[config.mk]
export PLATFORM = sky130hd
export DESIGN_NAME = xs3_serial_rx
export DESIGN_NICKNAME = d
export VERILOG_FILES = /design/src/rtl/xs3_serial_rx.sv
export SDC_FILE = /design/constraint.sdc
export NUM_CORES = 1
export LEC_CHECK = 0
export ABC_AREA = 1
export CORE_ASPECT_RATIO = 0.75
export CORE_MARGIN = 2
export CORE_UTILIZATION = 50
export CTS_BUF_LIST = sky130_fd_sc_hd__clkbuf_2 sky130_fd_sc_hd__clkbuf_4 sky130_fd_sc_hd__clkbuf_8
export CTS_CLUSTER_DIAMETER = 40
export DETAILED_ROUTE_END_ITERATION = 8
export GPL_ROUTABILITY_DRIVEN = 0
export GPL_TIMING_DRIVEN = 0
export PLACE_DENSITY_LB_ADDON = 0.15
export SYNTH_ARGS = -nofsm -noshare
export SYNTH_HDL_FRONTEND = slang
export SYNTH_SLANG_ARGS = --single-unit
[constraint.sdc]
create_clock -name clk -period 1.72 [get_ports clk]
set_input_delay 0.43 -clock clk [delete_from_list [all_inputs] [get_ports clk]]
set_output_delay 0.43 -clock clk [all_outputs]
set_load 0.1 [all_outputs]
[src/rtl/xs3_serial_rx.sv]
// Serial excess-3 nibble receiver feeding a four-digit packed BCD accumulator.
// A nibble arrives LSB first after a start marker; its result pulses appear five cycles after start.
module xs3_serial_rx (
   input  logic        clk,
   input  logic        rst,
   input  logic        start,
   input  logic        ser_in,
   input  logic        clear,
   output logic [3:0]  bcd_digit,
   output logic        digit_valid,
   output logic        code_err,
   output logic        frame_err,
   output logic        busy,
   output logic [15:0] bcd_word,
   output logic [2:0]  digit_cnt,
   output logic        word_full,
   output logic        overflow
);
   typedef enum logic [2:0] {
      IDLE   = 3'd0,
      RX_1   = 3'd1,
      RX_2   = 3'd2,
      RX_3   = 3'd3,
      DECODE = 3'd4
   } state_t;

   state_t      state_q, state_d;
   logic [3:0]  shift_q, shift_d;
   logic [3:0]  digit_q, digit_d;
   logic        valid_q, valid_d;
   logic        cerr_q, cerr_d;
   logic        ferr_q, ferr_d;
   logic [15:0] word_q, word_d;
   logic [2:0]  cnt_q, cnt_d;
   logic        ovf_q, ovf_d;
   logic        code_ok;

   assign code_ok = (shift_q >= 4'd3) && (shift_q <= 4'd12);

   always_comb begin
      state_d = state_q;
      shift_d = shift_q;
      digit_d = digit_q;
      valid_d = 1'b0;
      cerr_d  = 1'b0;
      ferr_d  = 1'b0;

      if (state_q == DECODE) begin
         if (code_ok) begin
            digit_d = shift_q - 4'd3;
            valid_d = 1'b1;
         end else begin
            cerr_d = 1'b1;
         end
      end

      case (state_q)
         IDLE:    state_d = IDLE;
         RX_1:    begin shift_d[1] = ser_in; state_d = RX_2;   end
         RX_2:    begin shift_d[2] = ser_in; state_d = RX_3;   end
         RX_3:    begin shift_d[3] = ser_in; state_d = DECODE; end
         default: state_d = IDLE;
      endcase

      // A start in any legal state begins a new frame; mid-frame it also aborts the old one.
      if (start && (state_q inside {IDLE, RX_1, RX_2, RX_3, DECODE})) begin
         ferr_d  = state_q inside {RX_1, RX_2, RX_3};
         shift_d = {3'b000, ser_in};
         state_d = RX_1;
      end

      word_d = clear ? 16'h0000 : word_q;
      cnt_d  = clear ? 3'd0 : cnt_q;
      ovf_d  = clear ? 1'b0 : ovf_q;
      if (valid_d) begin
         if (cnt_d != 3'd4) begin
            word_d = {word_d[11:0], digit_d};
            cnt_d  = cnt_d + 3'd1;
         end else begin
            ovf_d = 1'b1;
         end
      end
   end

   always_ff @(posedge clk or posedge rst) begin
      if (rst) begin
         state_q <= IDLE;
         shift_q <= 4'd0;
         digit_q <= 4'd0;
         valid_q <= 1'b0;
         cerr_q  <= 1'b0;
         ferr_q  <= 1'b0;
         word_q  <= 16'h0000;
         cnt_q   <= 3'd0;
         ovf_q   <= 1'b0;
      end else begin
         state_q <= state_d;
         shift_q <= shift_d;
         digit_q <= digit_d;
         valid_q <= valid_d;
         cerr_q  <= cerr_d;
         ferr_q  <= ferr_d;
         word_q  <= word_d;
         cnt_q   <= cnt_d;
         ovf_q   <= ovf_d;
      end
   end

   assign bcd_digit   = digit_q;
   assign digit_valid = valid_q;
   assign code_err    = cerr_q;
   assign frame_err   = ferr_q;
   assign busy        = (state_q != IDLE);
   assign bcd_word    = word_q;
   assign digit_cnt   = cnt_q;
   assign word_full   = (cnt_q == 3'd4);
   assign overflow    = ovf_q;
endmodule

After elaboration in Yosys (flattened, before gate mapping)

Index checks and enable logic that the tools add are counted.

Add/sub/neg operators: 2
Magnitude comparators: 2
Equality and inequality tests: 6
Muxes and demuxes: 22
Reduce and logical (&&, ||, !) cells: 9

Operator list:

| cell                                                               | number |
|---|---|
| 2-to-1 mux 16 bit                                                  | 3 |
| 2-to-1 mux 3 bit                                                   | 4 |
| 2-to-1 mux 4 bit                                                   | 3 |
| 2-to-1 mux 1 bit                                                   | 11 |
| one-hot mux 3 bit (3 select lines)                                 | 1 |
| == test 3 x 2 -> 1 bit (second input constant)                     | 2 |
| == test 3 bit (second input constant)                              | 2 |
| nonzero test 2 bit                                                 | 3 |
| nonzero test 3 bit                                                 | 2 |
| nonzero test 5 bit                                                 | 1 |
| greater-or-equal comparator 4 x 2 -> 1 bit (second input constant) | 1 |
| <= comparator 4 bit (second input constant)                        | 1 |
| subtractor 4 x 2 -> 4 bit (second input constant)                  | 1 |
| adder 3 x 1 -> 3 bit (second input constant)                       | 1 |
| == test 3 x 1 -> 1 bit (second input constant)                     | 1 |
| logical NOT 3 bit                                                  | 1 |
| inequality test 3 bit (second input constant)                      | 1 |
| logical AND 1 bit                                                  | 2 |

Logic and storage cells: 53
Output and inout port bits: 29
Input bits: 5
Register bits: 34

Logic depth before layout (Yosys ltp)

Gate-level depths: netlist (run 1).

Word-level depth: 6
Gate-level depth with buffers: 10
Gate-level depth less buffers: 9

Least setup slack after synthesis (run 1)

No wires, ideal clock.

Path kind: flip-flop to output port
From: register cnt_q[2] (netlist: digit_cnt[2])
To: output port word_full
Slack: -1.963 ns
Data required time: 1.290 ns
Path buffers: 0
Arrival time: 3.253 ns
Stages on the path, launching flop included: 2
Path through: dfrtp_1 > nor3b_1

Cells in the longest elaborated chain, start to end: 1

Ends and longest elaborated chain:

| item                   | RTL line | RTL |
|---|---|---|
| from (decl)            | 34       | `logic [2:0] cnt_q, cnt_d;` |
| from (signal assigned) | 104      | `cnt_q <= cnt_d;` |
| == test 3 bit          | 116      | `assign word_full = (cnt_q == 3'd4);` |
| to (decl)              | 16       | `output logic word_full,` |

No other way between the ends.

Final worst setup path (run 1)

From: register cnt_q[1] (netlist: digit_cnt[1])
To: output port word_full

The elaborated chain is that of the path after synthesis.

==> summary.json, run 1 <==
{
  "min_path": {
    "hold_path.class": "input pin to flop"
  },
  "logic_synthesis": {
    "yosys.area_share.xor_xnor_pct": 0.5372,
    "number_of_warning_messages_in_the_yosys_log": 0,
    "synthMuxAreaShare_pct": 0,
    "post_synth_and_or_nand_nor_area_fraction_pct": 28.93,
    "synth_top_family_by_area": "simple AND/OR/NAND/NOR gates",
    "yosys_register_bits": 34,
    "synth_area_sq_um": 1630,
    "mappedNetlistNets": 201,
    "syn_inst": 192,
    "adder_cell_share_of_the_synthesized_area_pct": 3.070,
    "ys_seq_area_share_pct": 52.19,
    "synth_cell_types": 25,
    "post_synthesis_compound_gate_area_fraction_pct": 6.754,
    "syn_avg_cell_area_sq_um": 8.491
  },
  "sta": {
    "fin_skew_ns": 0.01243,
    "setup_repair_after_global_routing_missed_its_margin": "no",
    "finish_stage_setup_viols": 0,
    "tns_ns": 0,
    "hold_viol": 0,
    "hold-worst-slack_ns": 0.5232,
    "achievable-frequency_mhz": 602.7,
    "tightestPinTransition_ns": 0.7264,
    "final_max_slew_viol_count": 0,
    "finalCritPeriodShare_pct": 96.46,
    "min_period_ns": 1.659,
    "maxSlewHeadroom_pct": 51.47
  },
  "detailed_routing": {
    "detail_route.wl_per_cell_microns": 13.99,
    "remaining_antenna_violation_count_after_routing": 0,
    "drc": 0,
    "dr.pass1.iters": 4,
    "routed_via_density": 5.165,
    "total_detailed_routing_wirelength_microns": 3903,
    "drt_iter0_markers": 71,
    "vias": 1441
  },
  "worst_setup_path": {
    "max_stage_delay_ns": 0.50,
    "cp_num_buf_inv": 1,
    "critPathCaptureType": "output port",
    "timing.critical_path.arrival_ns": 1.23,
    "worst-setup-path-type": "flop to output port",
    "cp-start-kind": "flop",
    "critical_path_cell_sequence": "nor3b_4 > buf_6",
    "cpMaxStageDelayCell": "sky130_fd_sc_hd__dfrtp_4",
    "worst-endpoint-required_ns": 1.29,
    "cp_top_family": "flip-flops",
    "path_max_fanout": 3
  },
  "global_routing": {
    "via_count_of_the_first_global_routing_pass": 1431,
    "grt_pass1_wl_microns": 6610,
    "grt_overflow_total": 0,
    "antenna_violations_before_repair": 0,
    "grt_use_total_pct": 23.86,
    "grt_max_degree": 35
  },
  "clock_tree": {
    "clkSinkCount": 34,
    "cts-buffers-inserted": 5,
    "tritoncts": "built",
    "post_cts_hold_buffer_count": 0,
    "clk_pin_slew_worst_paths_ns": 0.07,
    "ctsRootBufferMaster": "sky130_fd_sc_hd__clkbuf_8",
    "max-clock-path-buffers": 2,
    "cts-htree-levels": 2,
    "clock_latency_ns": 0.29
  },
  "floorplan": {
    "floorplan.io_pins": 34,
    "die-area_sq_um": 3738,
    "initial_standard_cell_utilization_of_the_core_pct": 53.98,
    "placementRows": 17,
    "die_h_microns": 53.45,
    "core_area_sq_um": 3020,
    "die_width_microns": 69.94
  },
  "final_layout": {
    "area.growth.synth_to_final_pct": 34.61,
    "finish.utilization_pct": 72.66,
    "n_antenna_cell": 0,
    "final_layout_size_suffix_gt1_share_pct": 28.63,
    "nets": 249
  },
  "place": {
    "placement.io_buffers": 33,
    "dp.final_hpwl_microns": 2669
  },
  "pwr": {
    "cellPowerDensity_nw_per_um2": 1024,
    "power_total_mw": 2.247,
    "max-vdd-ir-drop_v": 0.0007566,
    "power.leakage_nw": 1.123
  },
  "job": {
    "drv_cap": 0
  },
  "outcome": {
    "run_status": "complete, no violations"
  }
}
==> flip-flops by register name, summed over array words and instances, names as in the netlist <==
signal	cells
frame_err	1
shift_q	4
code_err	1
digit_valid	1
bcd_word	16
bcd_digit	4
overflow	1
state_q	3
digit_cnt	3
==> worst paths after layout <==
| kind | from | endpoint | slack, ns | cells after the start |
|---|---|---|---|---|
| max | digit_cnt[1] | word_full | 0.06 | 2 |
| min | clear | bcd_word[13] | 0.52 | 4 |
| max reg2reg | shift_q[0] | bcd_word[12] | 0.15 | 10 |
| min reg2reg | overflow | overflow | 0.52 | 2 |
| min in group asynchronous | rst | state_q[2] | 0.59 | 2 |
| max in group asynchronous | rst | digit_cnt[0] | 0.65 | 2 |
==> worst register-to-register path, stage by stage (launching register included) <==
cell,delay (ns)
sky130_fd_sc_hd__dfrtp_1,0.41
sky130_fd_sc_hd__inv_1,0.08
sky130_fd_sc_hd__ha_1,0.14
sky130_fd_sc_hd__inv_1,0.05
sky130_fd_sc_hd__nand3_2,0.09
sky130_fd_sc_hd__nand2_2,0.08
sky130_fd_sc_hd__nor2_4,0.17
sky130_fd_sc_hd__nand2_4,0.11
sky130_fd_sc_hd__buf_6,0.16
sky130_fd_sc_hd__nand3_1,0.09
sky130_fd_sc_hd__nand2_1,0.07
==> cells in the mapped netlist <==
cell,count,share of area (%)
sky130_fd_sc_hd__buf_6,2,1.4
sky130_fd_sc_hd__nand2_2,2,0.77
sky130_fd_sc_hd__nand2_1,63,15
sky130_fd_sc_hd__inv_2,2,0.46
sky130_fd_sc_hd__nand3_4,1,1.1
sky130_fd_sc_hd__nor3b_1,1,0.46
sky130_fd_sc_hd__buf_4,1,0.46
sky130_fd_sc_hd__nand3b_1,1,0.46
sky130_fd_sc_hd__nor2_1,8,1.8
sky130_fd_sc_hd__dfrtp_1,34,52
sky130_fd_sc_hd__o21ai_2,2,1.1
sky130_fd_sc_hd__xor2_1,1,0.54
sky130_fd_sc_hd__nand3_2,1,0.61
sky130_fd_sc_hd__o21ai_0,15,4.6
sky130_fd_sc_hd__nand2_4,1,0.69
sky130_fd_sc_hd__ha_1,4,3.1
sky130_fd_sc_hd__a211oi_1,1,0.46
sky130_fd_sc_hd__nor2_2,1,0.38
sky130_fd_sc_hd__inv_1,27,6.2
sky130_fd_sc_hd__and2_1,2,0.77
sky130_fd_sc_hd__a21oi_1,2,0.61
sky130_fd_sc_hd__nand3_1,15,4.6
sky130_fd_sc_hd__nor3_1,1,0.31
sky130_fd_sc_hd__nor2_4,3,2.1
sky130_fd_sc_hd__or2_2,1,0.38
==> routing by layer <==
| metal | vias to the layer above | share of wire, % | track usage, % |
|---|---|---|---|
| li1 | 694 | - | - |
| met1 | 688 | 43 | 29.94 |
| met2 | 54 | 49 | 39.84 |
| met3 | 5 | 6.8 | 5.905 |
| met4 | 0 | 1.2 | 10.58 |
| met5 | - | 0 | 0 |
==> layout by cell type, fill, tap and decap left out, drive strengths merged <==
master         instances
a211oi                 1
a21oi                  2
and2                   2
buf                   16
clkbuf                 7
clkdlybuf4s15         24
clkdlybuf4s50          3
clkinv                 2
clkinvlp               1
dfrtp                 34
ha                     4
inv                   28
nand2                 66
nand3                 17
nand3b                 1
nor2                  12
nor3                   1
nor3b                  1
o21ai                 17
or2                    1
xor2                   1
==> area by class of cell <==
type	count	area [sq um]
repair buffers	41	399.1
multi-input cells	126	656.9
clock buffers	6	76.32
clock inverters	2	10.01
inverters	29	112.6
fillers	234	825.8
plain buffers	3	30.03
well taps	38	47.55
flip-flops and latches	34	862.1
==> through the flow <==
stage                     setup WS (ns)  instance area (sq um)  cells
after floorplan                 -0.2273                   1653    192
after global placement          -0.6722                   2031    263
after detailed placement        -0.7401                   2031    263
after CTS                      0.002770                   2181    275
after global routing           0.002667                   2195    279
final                           0.06087                   2195    279
==> kinds of logic (layout without fill, tap and decap cells) <==
family	Yosys count	count (layout)
fa+ha+maj	4	4
simple gates	101	101
xor+xnor	1	1
flops	34	34
buf+inv	32	81
compound gates	20	20
==> what timing repair did <==
item | 4_1_cts | 5_1_grt
pin swaps | 1 | 1
endpoints found under the hold margin | 0 | 0
buffers inserted | 4 | 4
setup endpoints to repair | 52 | 17
resized for setup | 99 | 6
==> power by group <==
part / total, mW / switching [mW] / internal [mW]
logic: 0.749 / 0.586 / 0.163
registers: 0.921 / 0.0532 / 0.868
clock network: 0.577 / 0.281 / 0.296
Note: power is estimated with default switching activity, not from simulation.
==> run 2, diff against run 1 <==
--- a/config.mk
+++ b/config.mk
@@ -5,7 +5,6 @@
 export SDC_FILE = /design/constraint.sdc
 export NUM_CORES = 1
 export LEC_CHECK = 0
-export ABC_AREA = 1
 export CORE_ASPECT_RATIO = 0.75
 export CORE_MARGIN = 2
 export CORE_UTILIZATION = 50
==> constraint.sdc (replaced) <==
create_clock -name clk -period 1.96 [get_ports clk]
set_input_delay 0.49 -clock clk [delete_from_list [all_inputs] [get_ports clk]]
set_output_delay 0.49 -clock clk [all_outputs]
set_load 0.1 [all_outputs]
==> summary.json, run 2 <==
{
  "floorplan": {
    "die-area": {"value": 3679, "unit": "sq um", "change": "-1.6%"},
    "die_width": {"value": 69.38, "unit": "microns", "change": "-0.80%"},
    "die_h": {"value": 53.03, "unit": "microns", "change": "-0.79%"},
    "initial_standard_cell_utilization_of_the_core": {"value": 53.44, "unit": "%", "change": "-0.54 points"},
    "core_area": {"value": 2999, "unit": "sq um", "change": "-0.70%"},
    "placementRows": {"value": 17, "change": "unchanged"},
    "floorplan.io_pins": {"value": 34, "change": "unchanged"}
  },
  "logic_synthesis": {
    "yosys_register_bits": {"value": 34, "change": "unchanged"},
    "postSynth.asyncResetShare": {"value": 100.0, "unit": "%", "change": "unchanged"},
    "synthMuxAreaShare": {"value": 12.88, "unit": "%", "change": "+13 points"},
    "syn_inst": {"value": 134, "change": "-30%"},
    "yosys.area.top_type_share": {"value": 53.08, "unit": "%", "change": "+0.90 points"},
    "synth_area": {"value": 1603, "unit": "sq um", "change": "-1.7%"},
    "number_of_warning_messages_in_the_yosys_log": {"value": 0, "change": "unchanged"},
    "yosys.area_share.xor_xnor": {"value": 1.639, "unit": "%", "change": "+1.1 points"},
    "yosysMostFrequentCell": "sky130_fd_sc_hd__dfrtp_1",
    "adder_cell_share_of_the_synthesized_area": {"value": 3.123, "unit": "%", "change": "+0.053 points"},
    "synth_top_family_by_area": "simple AND/OR/NAND/NOR gates",
    "synth_largest_area_cell": "sky130_fd_sc_hd__dfrtp_1",
    "mappedNetlistNets": {"value": 143, "change": "-29%"},
    "post_synth_and_or_nand_nor_area_fraction": {"value": 16.71, "unit": "%", "change": "-12 points"},
    "ys_seq_area_share": {"value": 53.08, "unit": "%", "change": "+0.90 points"},
    "synth_flop_cell": "sky130_fd_sc_hd__dfrtp_1",
    "netlist_top_cells_area": "sky130_fd_sc_hd__dfrtp_1 (53%), sky130_fd_sc_hd__mux2i_1 (9.4%), sky130_fd_sc_hd__nand2b_1 (7.8%), sky130_fd_sc_hd__mux2_2 (3.5%), sky130_fd_sc_hd__ha_1 (3.1%)",
    "synth_enable_flop_cells": {"value": 0, "change": "unchanged"},
    "synth.cells.most_frequent": "sky130_fd_sc_hd__dfrtp_1 (34), sky130_fd_sc_hd__nand2b_1 (20), sky130_fd_sc_hd__mux2i_1 (15), sky130_fd_sc_hd__inv_1 (9), sky130_fd_sc_hd__mux2_2 (5)",
    "synth_cell_types": {"value": 33, "change": "+32%"},
    "syn_avg_cell_area": {"value": 11.96, "unit": "sq um", "change": "+41%"},
    "post_synthesis_compound_gate_area_fraction": {"value": 7.728, "unit": "%", "change": "+0.97 points"}
  },
  "detailed_routing": {
    "total_detailed_routing_wirelength": {"value": 3028, "unit": "microns", "change": "-22%"},
    "drc": {"value": 0, "change": "unchanged"},
    "dr.pass1.iters": {"value": 4, "change": "unchanged"},
    "drt_iter0_markers": {"value": 54, "change": "-24%"},
    "routed_via_density": {"value": 5.252, "change": "+1.7%"},
    "vias": {"value": 1124, "change": "-22%"},
    "remaining_antenna_violation_count_after_routing": {"value": 0, "change": "unchanged"},
    "detail_route.wl_per_cell": {"value": 14.15, "unit": "microns", "change": "+1.1%"}
  },
  "sta": {
    "finish_stage_setup_viols": {"value": 0, "change": "unchanged"},
    "final_max_slew_viol_count": {"value": 0, "change": "unchanged"},
    "hold-worst-slack": {"value": 0.4841, "unit": "ns", "change": "-0.03913 ns"},
    "maxSlewHeadroom": {"value": 36.71, "unit": "%", "change": "-15 points"},
    "tightestPinTransition": {"value": 0.9530, "unit": "ns", "change": "+0.2266 ns"},
    "min_period_ns": 1.935,
    "hold_viol": {"value": 0, "change": "unchanged"},
    "setup_repair_after_global_routing_missed_its_margin": "no",
    "achievable-frequency_mhz": 516.9,
    "fin_skew": {"value": 0.009602, "unit": "ns", "change": "-0.002826 ns"},
    "finalCritPeriodShare_pct": 98.70
  },
  "clock_tree": {
    "clkSinkCount": {"value": 34, "change": "unchanged"},
    "cts-buffers-inserted": {"value": 5, "change": "unchanged"},
    "tritoncts": "built",
    "post_cts_hold_buffer_count": {"value": 0, "change": "unchanged"},
    "cts-htree-levels": {"value": 2, "change": "unchanged"},
    "max-clock-path-buffers": {"value": 2, "change": "unchanged"},
    "clk_pin_slew_worst_paths": {"value": 0.07, "unit": "ns", "change": "about the same"},
    "clock_latency": {"value": 0.28, "unit": "ns", "change": "about the same"},
    "ctsRootBufferMaster": "sky130_fd_sc_hd__clkbuf_8"
  },
  "global_routing": {
    "grt_pass1_wl": {"value": 5099, "unit": "microns", "change": "-23%"},
    "via_count_of_the_first_global_routing_pass": {"value": 1109, "change": "-23%"},
    "grt_use_total": {"value": 18.43, "unit": "%", "change": "-5.4 points"},
    "antenna_violations_before_repair": {"value": 0, "change": "unchanged"},
    "grt_overflow_total": {"value": 0, "change": "unchanged"},
    "grt_max_degree": {"value": 35, "change": "unchanged"}
  },
  "final_layout": {
    "layout.cells.most_common_list": "sky130_fd_sc_hd__dfrtp_1 (31), sky130_fd_sc_hd__nand2b_1 (19), sky130_fd_sc_hd__clkbuf_2 (16)",
    "final_common_cell": "sky130_fd_sc_hd__dfrtp_1",
    "largest_register_ffs": {"value": 16, "change": "unchanged"},
    "design_area": {"value": 2051, "unit": "sq um", "change": "-6.6%"},
    "final_layout_size_suffix_gt1_share": {"value": 30.11, "unit": "%", "change": "+1.5 points"},
    "area.growth.synth_to_final_pct": 27.95,
    "final-instance-count-excl-fill": {"value": 214, "change": "-23%"},
    "finish.utilization": {"value": 68.38, "unit": "%", "change": "-4.3 points"},
    "n_antenna_cell": {"value": 0, "change": "unchanged"},
    "layout.filler_cells": {"value": 221, "change": "-5.6%"},
    "nets": {"value": 185, "change": "-26%"}
  },
  "pwr": {
    "power.leakage": {"value": 1.008, "unit": "nW", "change": "-10%"},
    "max-vdd-ir-drop": {"value": 0.0007732, "unit": "V", "change": "+2.2%"},
    "cellPowerDensity": {"value": 779.2, "unit": "nW/um^2", "change": "-24%"}
  },
  "worst_setup_path": {
    "max_stage_delay": {"value": 0.82, "unit": "ns", "change": "+0.32 ns"},
    "cp_top_family": "buffers and inverters",
    "path_max_fanout": {"value": 2, "change": "-1"},
    "setup.reg_to_reg.worst_slack": {"value": 0.21, "unit": "ns", "change": "+0.06 ns"},
    "cp-start-kind": "flop",
    "cp_num_buf_inv": {"value": 1, "change": "unchanged"},
    "worst-endpoint-required": {"value": 1.47, "unit": "ns", "change": "+0.18 ns"},
    "critical_path_cell_sequence": "clkdlybuf4s15_1",
    "critPathCaptureType": "output port",
    "cpMaxStageDelayCell": "sky130_fd_sc_hd__clkdlybuf4s15_1",
    "timing.critical_path.arrival": {"value": 1.44, "unit": "ns", "change": "+0.21 ns"},
    "worst-setup-path-type": "flop to output port"
  },
  "place": {
    "dp.final_hpwl": {"value": 2149, "unit": "microns", "change": "-19%"},
    "placement.io_buffers": {"value": 32, "change": "-3.0%"},
    "number_of_cells_in_the_design_after_placement": {"value": 204, "change": "-22%"},
    "postPlaceCellArea": {"value": 1993, "unit": "sq um", "change": "-1.8%"}
  },
  "outcome": {
    "run_status": "complete, no violations"
  },
  "job": {
    "drv_cap": {"value": 0, "change": "unchanged"}
  },
  "min_path": {
    "hold_path.class": "input pin to asynchronous set/reset pin"
  }
}
## run 2: cell count changes after synthesis, sizes merged, moves of 15 or more
cell / previous run / this run
nand2: 66 / 1
inv: 29 / 9
mux2i: 0 / 15
o21ai: 17 / 2
nand2b: 0 / 20
nand3: 17 / 1
## run 2: final cells by class
cell class	count	area, sq um	share of cell area [%]
buffer	6	42.54	2.074
clock buffer	7	83.83	4.088
inverter	9	33.78	1.647
multi-input combinational	84	693.2	33.80
sequential	34	862.1	42.04
tap	38	47.55	2.318
timing repair buffer	36	287.8	14.03
## run 2: path summary, 6_finish.rpt
check,startpoint,endpoint,depth (start not counted)
max,bcd_word[12],bcd_word[12],1
min,rst,bcd_word[6],2
max reg2reg,shift_q[0],bcd_digit[2],5
min reg2reg,bcd_digit[3],bcd_digit[3],1
max in group asynchronous,rst,digit_cnt[1],3
min in group clk,bcd_digit[3],bcd_digit[3],1
## run 2: power breakdown
part | switching (mW) | internal (mW)
clock network | 0.230 | 0.272
logic | 0.251 | 0.0867
registers | 0.0251 | 0.734
## run 2: through the flow
stage,setup WS [ns],setup TNS (ns),power [mW]
floorplan,-0.04250,-0.04250,1.037
global placement,-0.7210,-13.60,1.115
detailed placement,-0.7555,-15.90,1.118
CTS,-0.1675,-0.1675,1.612
global route,0.002259,0,1.658
finish,0.02543,0,1.598
## run 2: repair_timing
item / 4_1_cts / 5_1_grt
endpoints found under the setup margin: 46 / 23
cloned: 0 / 0
buffers inserted: 3 / 0
pin swaps: 1 / 0
gates resized for setup: 70 / 22
## run 2: per-layer routing
layer	up-vias	global-route usage [%]	part of all wire (%)
met5	-	0	0
met1	547	23.02	46
met4	0	7.843	1.3
met2	28	30.61	47
li1	543	-	-
met3	6	5.143	5.3
## run 2: logic make-up after synthesis
kind of cell    Yosys count
xor+xnor                  3
buf+inv                  16
compound gates           17
flops                    34
mux                      20
simple gates             40
fa+ha+maj                 4
==> run 3, diff against run 2 <==
--- a/config.mk
+++ b/config.mk
@@ -10,6 +10,7 @@
 export CORE_UTILIZATION = 50
 export CTS_BUF_LIST = sky130_fd_sc_hd__clkbuf_2 sky130_fd_sc_hd__clkbuf_4 sky130_fd_sc_hd__clkbuf_8
 export CTS_CLUSTER_DIAMETER = 40
+export CTS_CLUSTER_SIZE = 24
 export DETAILED_ROUTE_END_ITERATION = 8
 export GPL_ROUTABILITY_DRIVEN = 0
 export GPL_TIMING_DRIVEN = 0
==> results of run 3 <==
The final DEF is identical to that of run 2; final timing and power are the same.
